## config.mk

```make
export PLATFORM = sky130hd
export DESIGN_NAME = pkt_release_ctrl
export DESIGN_NICKNAME = d
export VERILOG_FILES = /design/src/rtl/pkt_release_pkg.sv /design/src/rtl/pkt_release_stats.sv /design/src/rtl/pkt_release_ctrl.sv
export SDC_FILE = /design/constraint.sdc
export NUM_CORES = 1
export LEC_CHECK = 0
export BUFFER_PORTS_ARGS = -buffer_cell sky130_fd_sc_hd__buf_2
export CAP_MARGIN = 40
export CORE_AREA = 2 2 365 367
export DETAILED_ROUTE_END_ITERATION = 8
export DIE_AREA = 0 0 367 369
export GPL_TIMING_DRIVEN = 0
export SKIP_CTS_REPAIR_TIMING = 1
export SYNTH_ARGS = -nofsm -noshare
export SYNTH_HDL_FRONTEND = slang
export SYNTH_HIERARCHICAL = 1
export SYNTH_SLANG_ARGS = --single-unit
```

## constraint.sdc

```tcl
create_clock -name axi_aclk -period 3.2 [get_ports axi_aclk]
set_input_delay 0.16 -clock axi_aclk [delete_from_list [all_inputs] [get_ports axi_aclk]]
set_output_delay 0.16 -clock axi_aclk [all_outputs]
set_load 0.1 [all_outputs]
```

## src/rtl/pkt_release_pkg.sv

```systemverilog
// pkt_release_pkg: shared state encoding and default verdict timeout for pkt_release_ctrl
package pkt_release_pkg;
  typedef enum logic [1:0] {IDLE = 2'd0, WAIT = 2'd1, FWD = 2'd2, DROP = 2'd3} state_t;
  localparam int DEFAULT_TIMEOUT_CYCLES = 1024;
endpackage

```

## src/rtl/pkt_release_stats.sv

```systemverilog
// pkt_release_stats: wrapping forward/drop/timeout event counters
module pkt_release_stats #(
  parameter int CNT_WIDTH = 32
) (
  input  logic                 clk,
  input  logic                 rst,
  input  logic                 fwd_inc,
  input  logic                 drop_inc,
  input  logic                 timeout_inc,
  output logic [CNT_WIDTH-1:0] fwd_count,
  output logic [CNT_WIDTH-1:0] drop_count,
  output logic [CNT_WIDTH-1:0] timeout_count
);
  always_ff @(posedge clk) begin
    if (rst) begin
      fwd_count     <= '0;
      drop_count    <= '0;
      timeout_count <= '0;
    end else begin
      fwd_count     <= fwd_count + CNT_WIDTH'(fwd_inc);
      drop_count    <= drop_count + CNT_WIDTH'(drop_inc);
      timeout_count <= timeout_count + CNT_WIDTH'(timeout_inc);
    end
  end
endmodule

```

## src/rtl/pkt_release_ctrl.sv

```systemverilog
// pkt_release_ctrl: holds the head packet until a send/drop verdict (or timeout), then forwards or discards it.
// Statistics counters are built only when PKT_RELEASE_STATS_EN is defined; otherwise they read 0.
module pkt_release_ctrl #(
  parameter int C_AXIS_DATA_WIDTH  = 256,
  parameter int C_AXIS_TUSER_WIDTH = 128,
  parameter int TIMEOUT_CYCLES     = pkt_release_pkg::DEFAULT_TIMEOUT_CYCLES,
  parameter int CNT_WIDTH          = 32
) (
  input  logic                            axi_aclk,
  input  logic                            axi_reset,
  input  logic [C_AXIS_DATA_WIDTH-1:0]    s_axis_tdata,
  input  logic [C_AXIS_DATA_WIDTH/8-1:0]  s_axis_tstrb,
  input  logic [C_AXIS_TUSER_WIDTH-1:0]   s_axis_tuser,
  input  logic                            s_axis_tlast,
  input  logic                            s_axis_tvalid,
  output logic                            s_axis_tready,
  output logic [C_AXIS_DATA_WIDTH-1:0]    m_axis_tdata,
  output logic [C_AXIS_DATA_WIDTH/8-1:0]  m_axis_tstrb,
  output logic [C_AXIS_TUSER_WIDTH-1:0]   m_axis_tuser,
  output logic                            m_axis_tlast,
  output logic                            m_axis_tvalid,
  input  logic                            m_axis_tready,
  input  logic                            verdict_valid,
  input  logic                            verdict_send,
  output logic                            verdict_ready,
  output logic [CNT_WIDTH-1:0]            fwd_count,
  output logic [CNT_WIDTH-1:0]            drop_count,
  output logic [CNT_WIDTH-1:0]            timeout_count
);
  import pkt_release_pkg::*;
  localparam int TW = TIMEOUT_CYCLES > 1 ? $clog2(TIMEOUT_CYCLES) : 1;
  localparam bit TO_EN = TIMEOUT_CYCLES > 0;
  state_t state;
  logic [TW-1:0] timer;
  logic live, fwd, drop, v_acc, timeout_evt, last_beat;
  // outputs are forced low for as long as reset is held, not just after the edge
  assign live          = !axi_reset;
  assign fwd           = live && state == FWD;
  assign drop          = live && state == DROP;
  assign verdict_ready = live && state == WAIT;
  assign s_axis_tready = fwd ? m_axis_tready : drop;
  assign m_axis_tvalid = fwd && s_axis_tvalid;
  assign m_axis_tdata  = fwd ? s_axis_tdata : '0;
  assign m_axis_tstrb  = fwd ? s_axis_tstrb : '0;
  assign m_axis_tuser  = fwd ? s_axis_tuser : '0;
  assign m_axis_tlast  = fwd && s_axis_tlast;
  assign v_acc         = verdict_valid && verdict_ready;
  assign timeout_evt   = TO_EN && verdict_ready && !verdict_valid && timer == TW'(TIMEOUT_CYCLES - 1);
  assign last_beat     = s_axis_tvalid && s_axis_tready && s_axis_tlast;
  always_ff @(posedge axi_aclk) begin
    if (axi_reset) begin
      state <= IDLE;
      timer <= '0;
    end else begin
      case (state)
        IDLE: if (s_axis_tvalid) begin
          state <= WAIT;
          timer <= '0;
        end
        WAIT: begin
          timer <= timer + TW'(1);
          if (v_acc) state <= verdict_send ? FWD : DROP;
          else if (timeout_evt) state <= DROP;
        end
        default: if (last_beat) state <= IDLE;
      endcase
    end
  end
`ifdef PKT_RELEASE_STATS_EN
  logic [CNT_WIDTH-1:0] fwd_c, drop_c, to_c;
  pkt_release_stats #(.CNT_WIDTH(CNT_WIDTH)) u_stats (
    .clk           (axi_aclk),
    .rst           (axi_reset),
    .fwd_inc       (v_acc && verdict_send),
    .drop_inc      ((v_acc && !verdict_send) || timeout_evt),
    .timeout_inc   (timeout_evt),
    .fwd_count     (fwd_c),
    .drop_count    (drop_c),
    .timeout_count (to_c)
  );
  assign fwd_count     = live ? fwd_c : '0;
  assign drop_count    = live ? drop_c : '0;
  assign timeout_count = live ? to_c : '0;
`else
  assign fwd_count     = '0;
  assign drop_count    = '0;
  assign timeout_count = '0;
`endif
endmodule
```

; After elaboration in Yosys (flattened, before gate mapping)
; Index checks and enable logic that the tools add are counted.
[classes]
add_sub_neg = 1
mul = 0
n_div = 0
magnitude_cmp = 0
eq_ne = 6
n_shift = 0
n_mux = 12
bitwise = 0
n_reduce_logical = 17
[op_table]
columns = op, n
row1 = 2-to-1 mux 256 bit, 1
row2 = 2-to-1 mux 128 bit, 1
row3 = 2-to-1 mux 32 bit, 1
row4 = one-hot mux 10 bit (2 select lines), 1
row5 = "adder 10 x 1 -> 10 bit, second input constant", 1
row6 = "equality test 10 bit, second input constant", 1
row7 = logical AND 1 bit, 10
row8 = 2-to-1 mux 10 bit, 1
row9 = 2-to-1 mux 2 bit, 4
row10 = "equality test 2 bit, second input constant", 2
row11 = one-hot mux 2 bit (2 select lines), 1
row12 = "inequality test 3 bit, second input constant", 1
row13 = AND reduction 3 bit, 1
row14 = nonzero test 3 bit, 1
row15 = "equality test 2 x 1 -> 1 bit, second input constant", 1
row16 = logical NOT 1 bit, 2
row17 = logical NOT 2 bit, 1
row18 = 2-to-1 mux 1 bit, 2
row19 = "inequality test 2 bit, second input constant", 1
row20 = AND reduction 2 bit, 1
row21 = nonzero test 2 bit, 1
[word_totals]
register_bits = 12
latchBits = 0
ram_bits = 0
mem_bits_ro = 0
inputBits = 423
output_inout_bits = 516
elab_cells = 38
n_memories = 0

; Depth between registers and ports, before layout
[depth]
depth_word = 7
mapped_depth = 7
ltp_nobuf = 4

; Worst setup path before layout
; OpenSTA, ideal clock, no wires.
[synth_timing]
path_kind = register -> output
start = register state[1]
end = output port s_axis_tready
arrival_time_ns = 1.814
required_ns = 3.040
slack_ns = 1.226
path_stages_with_launch = 3
n_path_buf = 0
cell_sequence = dfxtp_1 > nand2b_4 > nor2_1
[synth_via]
elab_chain_cells = 3
elab_cells_between_ends = 5
cone_classes = 2 x eq/ne / 1 x mux / 2 x reduce/logical
[synth_lines]
columns = element, line_no
row1 = start: declaration, pkt_release_ctrl.sv:33  ; state_t state;
row2 = start signal: assignment, pkt_release_ctrl.sv:62  ; if (v_acc) state <= verdict_send ? FWD : DROP;
row3 = equality test 2 bit (on tied branches), "pkt_release_ctrl.sv:39, pkt_release_ctrl.sv:38"
row4 = logical AND 1 bit (on tied branches), "pkt_release_ctrl.sv:39, pkt_release_ctrl.sv:38"
row5 = 2-to-1 mux 1 bit (*), pkt_release_ctrl.sv:41  ; assign s_axis_tready = fwd ? m_axis_tready : drop;
row6 = end: declaration, pkt_release_ctrl.sv:16  ; output logic s_axis_tready,
; Every way passes the cells marked *; elsewhere a longest branch is shown, timed or not.

; Final worst setup path
[layout_timing]
start = register state[1]
end = output port m_axis_tdata[85]
[layout_via]
elab_chain_cells = 3
[layout_lines]
columns = element, line_no
row1 = equality test 2 bit, pkt_release_ctrl.sv:38  ; assign fwd = live && state == FWD;
row2 = logical AND 1 bit, pkt_release_ctrl.sv:38
row3 = 2-to-1 mux 256 bit, pkt_release_ctrl.sv:43  ; assign m_axis_tdata = fwd ? s_axis_tdata : '0;
row4 = end: declaration, pkt_release_ctrl.sv:17  ; output logic [C_AXIS_DATA_WIDTH-1:0] m_axis_tdata,
; Every way passes these cells.

==> results.md <==
- Starting DRT DRC Count: 659
- Minimum clock period: 2.77 ns
- Sequential power share: 6.5%
- Leakage: 6.50 nW
- Die area: 135000 um2
- Top-area cell type share of the netlist area: 60.8%
- Final Max Slew Viols: 0
- CP max FO: 10
- Reg2reg start: timer[0]
- Nets: 2004
- Worst min path class: in2reg
- CP max stage delay: 0.56 ns
- Unrepaired setup endpoints after global routing: false
- Row count: 133
- Ports: 939
- Clk sinks: 12
- CTS H-tree lvls: 1
- Fraction of layout cells with a size suffix above 1: 61.2%
- DR vias: 8817
- Sw frac: 69.2%
- Final wirelength: 99600 um
- Residual DRC: 0
- Arrival @ worst endpoint: 2.61 ns
- Status: complete, no violations
- CTS Root Cell: clkbuf_16
- Total routing usage reported by global routing: 13.9%
- CTS tree: done
- DRT antenna net count: 0
- Post-detail-place hpwl: 95700 um
- Worst Setup SP: state[1]
- Critical path class: reg2out
- Worst Setup End Kind: output pin
- Setup Total Neg Slack: 0 ns
- DIE HEIGHT: 369 um
- Mapped Cells: 639
- Final cycle utilization of the critical path: 86.5%
- Post-DP Area: 11100 um2
- Area Overhead vs Synth: 162%
- Clock power share: 10.6%
- Die X: 367 um
- Max_slew headroom: 50.8%
- Worst Skew: 0.00297 ns
- Number of CTS-inserted buffers: 3
- Final Wtd Congestion: 1.07
- Fmax achieved: 361 MHz
- Syn avg cell area: 6.73 um2
- Crit path launch type: flop
- Max IR drop VDD: 0.171 mV
- Final hold vios: 0
- Pint: 0.748 mW
- First-pass DRT Iterations: 7
- Post-route cell area: 11300 um2
- Pre-CTS setup slack: 0.550 ns
- Power Dens Cells: 216 nW/um2
- Vias in the first global route: 7772
- Final Hold Slack: 0.134 ns
- Hold path start: verdict_send
- CORE AREA: 131000 um2
- Largest net degree at the start of global routing: 11
- Slew @ Worst Pin: 0.742 ns
- Port Buffer Count: 841
- First-pass GRT wire length: 115000 um
- Dominant cell type by area after synthesis: and2_1
- Initial Util: 3.28%
- Required time of the critical path: 3.04 ns
- Sequential area share after synthesis: 5.58%
- Vias per std cell: 2.61
- Fill count: 15645
- Final setup vio count: 0
- Leading cell types by total area after synthesis: and2_1 61%, buf_4 18%, dfxtp_1 5.6%
- Skew-Pair Late Insertion Delay: 0.24 ns
- Max Cap Viol: 0
- CP Cell Sequence: nand2b_4 -> nor2_4 -> buf_4 -> clkbuf_1 -> and2_1 -> buf_2
- Setup ws final: 0.433 ns
- Initial antenna violation count: 155
- Clk buf depth: 2
- WL/cell: 29.5 um
- Mapped Area: 4300 um2
- Sw Pwr: 1.68 mW
- Global route overflow: 0
- Syn. warnings: 6
- Critical-path top delay cell: dfxtp_1
- Post-synthesis register bit count: 12
- Clock transition at the registers of the reported paths: 0.04 ns
- Unique masters post-synth: 39
- Logic pwr share: 82.8%
worst paths after layout:
| path | endpoint | slack, ns | cells past startpoint |
|---|---|---|---|
| max reg2reg | timer[6] | 1.69 | 4 |
| max | m_axis_tdata[85] | 0.43 | 6 |
| min | state[0] | 0.13 | 2 |
| min reg2reg | timer[7] | 0.52 | 2 |
cells in the mapped netlist (all sizes together):
cell and count:
o21bai 1, nor3b 1, and2 418, a211oi 1, and3 1, nand3b 3
nand2 4, a31oi 2, o211ai 2, clkbuf 32, nor2b 1, o21ai 2
a21oi 3, nor2 10, and3b 3, and4 2, ha 1, mux2i 2
inv 1, or4 2, o31ai 1, a311oi 1, or3b 1, mux2 3
nand4 2, o22ai 1, a21o 1, conb 1, nand3 5, buf 114
a22oi 2, nand2b 3, dfxtp 12
cells by family after synthesis:
family	Yosys count	share of synthesized area, %
buffers and inverters	147	23.8
adder cells (fa/ha/maj)	1	0.291
AND/OR/NAND/NOR	456	66.4
other	1	0.0872
flip-flops	12	5.58
AO/OA/AOI/OAI	17	2.62
multiplexers	5	1.25
layer usage:
layer / GRT usage, % / up-vias / wire length (um)
li1: - / 3676 / -
met1: 14.3 / 3960 / 33800
met2: 21.3 / 943 / 42500
met3: 13.1 / 220 / 21500
met4: 1.13 / 18 / 1580
met5: 0.392 / - / 184
power by group through the flow:
stage | combinational (mW) | clock [mW] | sequential [mW]
4_1_cts | 2.01 | 0.263 | 0.158
3_5_place_dp | 2.01 | 0 | 0.161
6_report | 2.01 | 0.258 | 0.158
2_1_floorplan | 1.48 | 0 | 0.160
3_3_place_gp | 2.00 | 0 | 0.161
5_1_grt | 2.09 | 0.272 | 0.159
registers in the layout (all words and copies together), names as in the netlist:
name   count
state      2
timer     10
area by class of cell:
class | instances | area, um2 | share of cell area [%]
diodes | 45 | 113 | 1.00
plain buffers | 146 | 1020 | 9.04
clock buffers | 4 | 88.8 | 0.789
inverters | 1 | 3.75 | 0.0333
multi-input cells | 575 | 3400 | 30.1
flip-flops and latches | 12 | 240 | 2.13
well taps | 1755 | 2200 | 19.5
repair buffers | 841 | 4210 | 37.4
through the flow:
stage               instances  power (mW)  utilization, %
floorplan                 734        1.64               -
global placement         3330        2.16            8.44
detailed placement       3330        2.17            8.44
CTS                      3334        2.43            8.50
global route             3345        2.52            8.53
finish                   3379        2.43            8.59
worst max-delay path, delay by kind of cell, from the launching register on:
family / cells / cell delay, ns
buffers and inverters: 3 / 1.29
flip-flops: 1 / 0.56
AND/OR/NAND/NOR: 3 / 0.48
layout by cell type, fill, tap and decap left out, drive strengths merged, types with 4 or more instances in the layout:
cell	instances
nand2	4
nand3	5
nor2	10
diode	45
clkbuf	36
dfxtp	12
conb	96
buf	955
and2	418
Power figures use the tool's default switching activity.
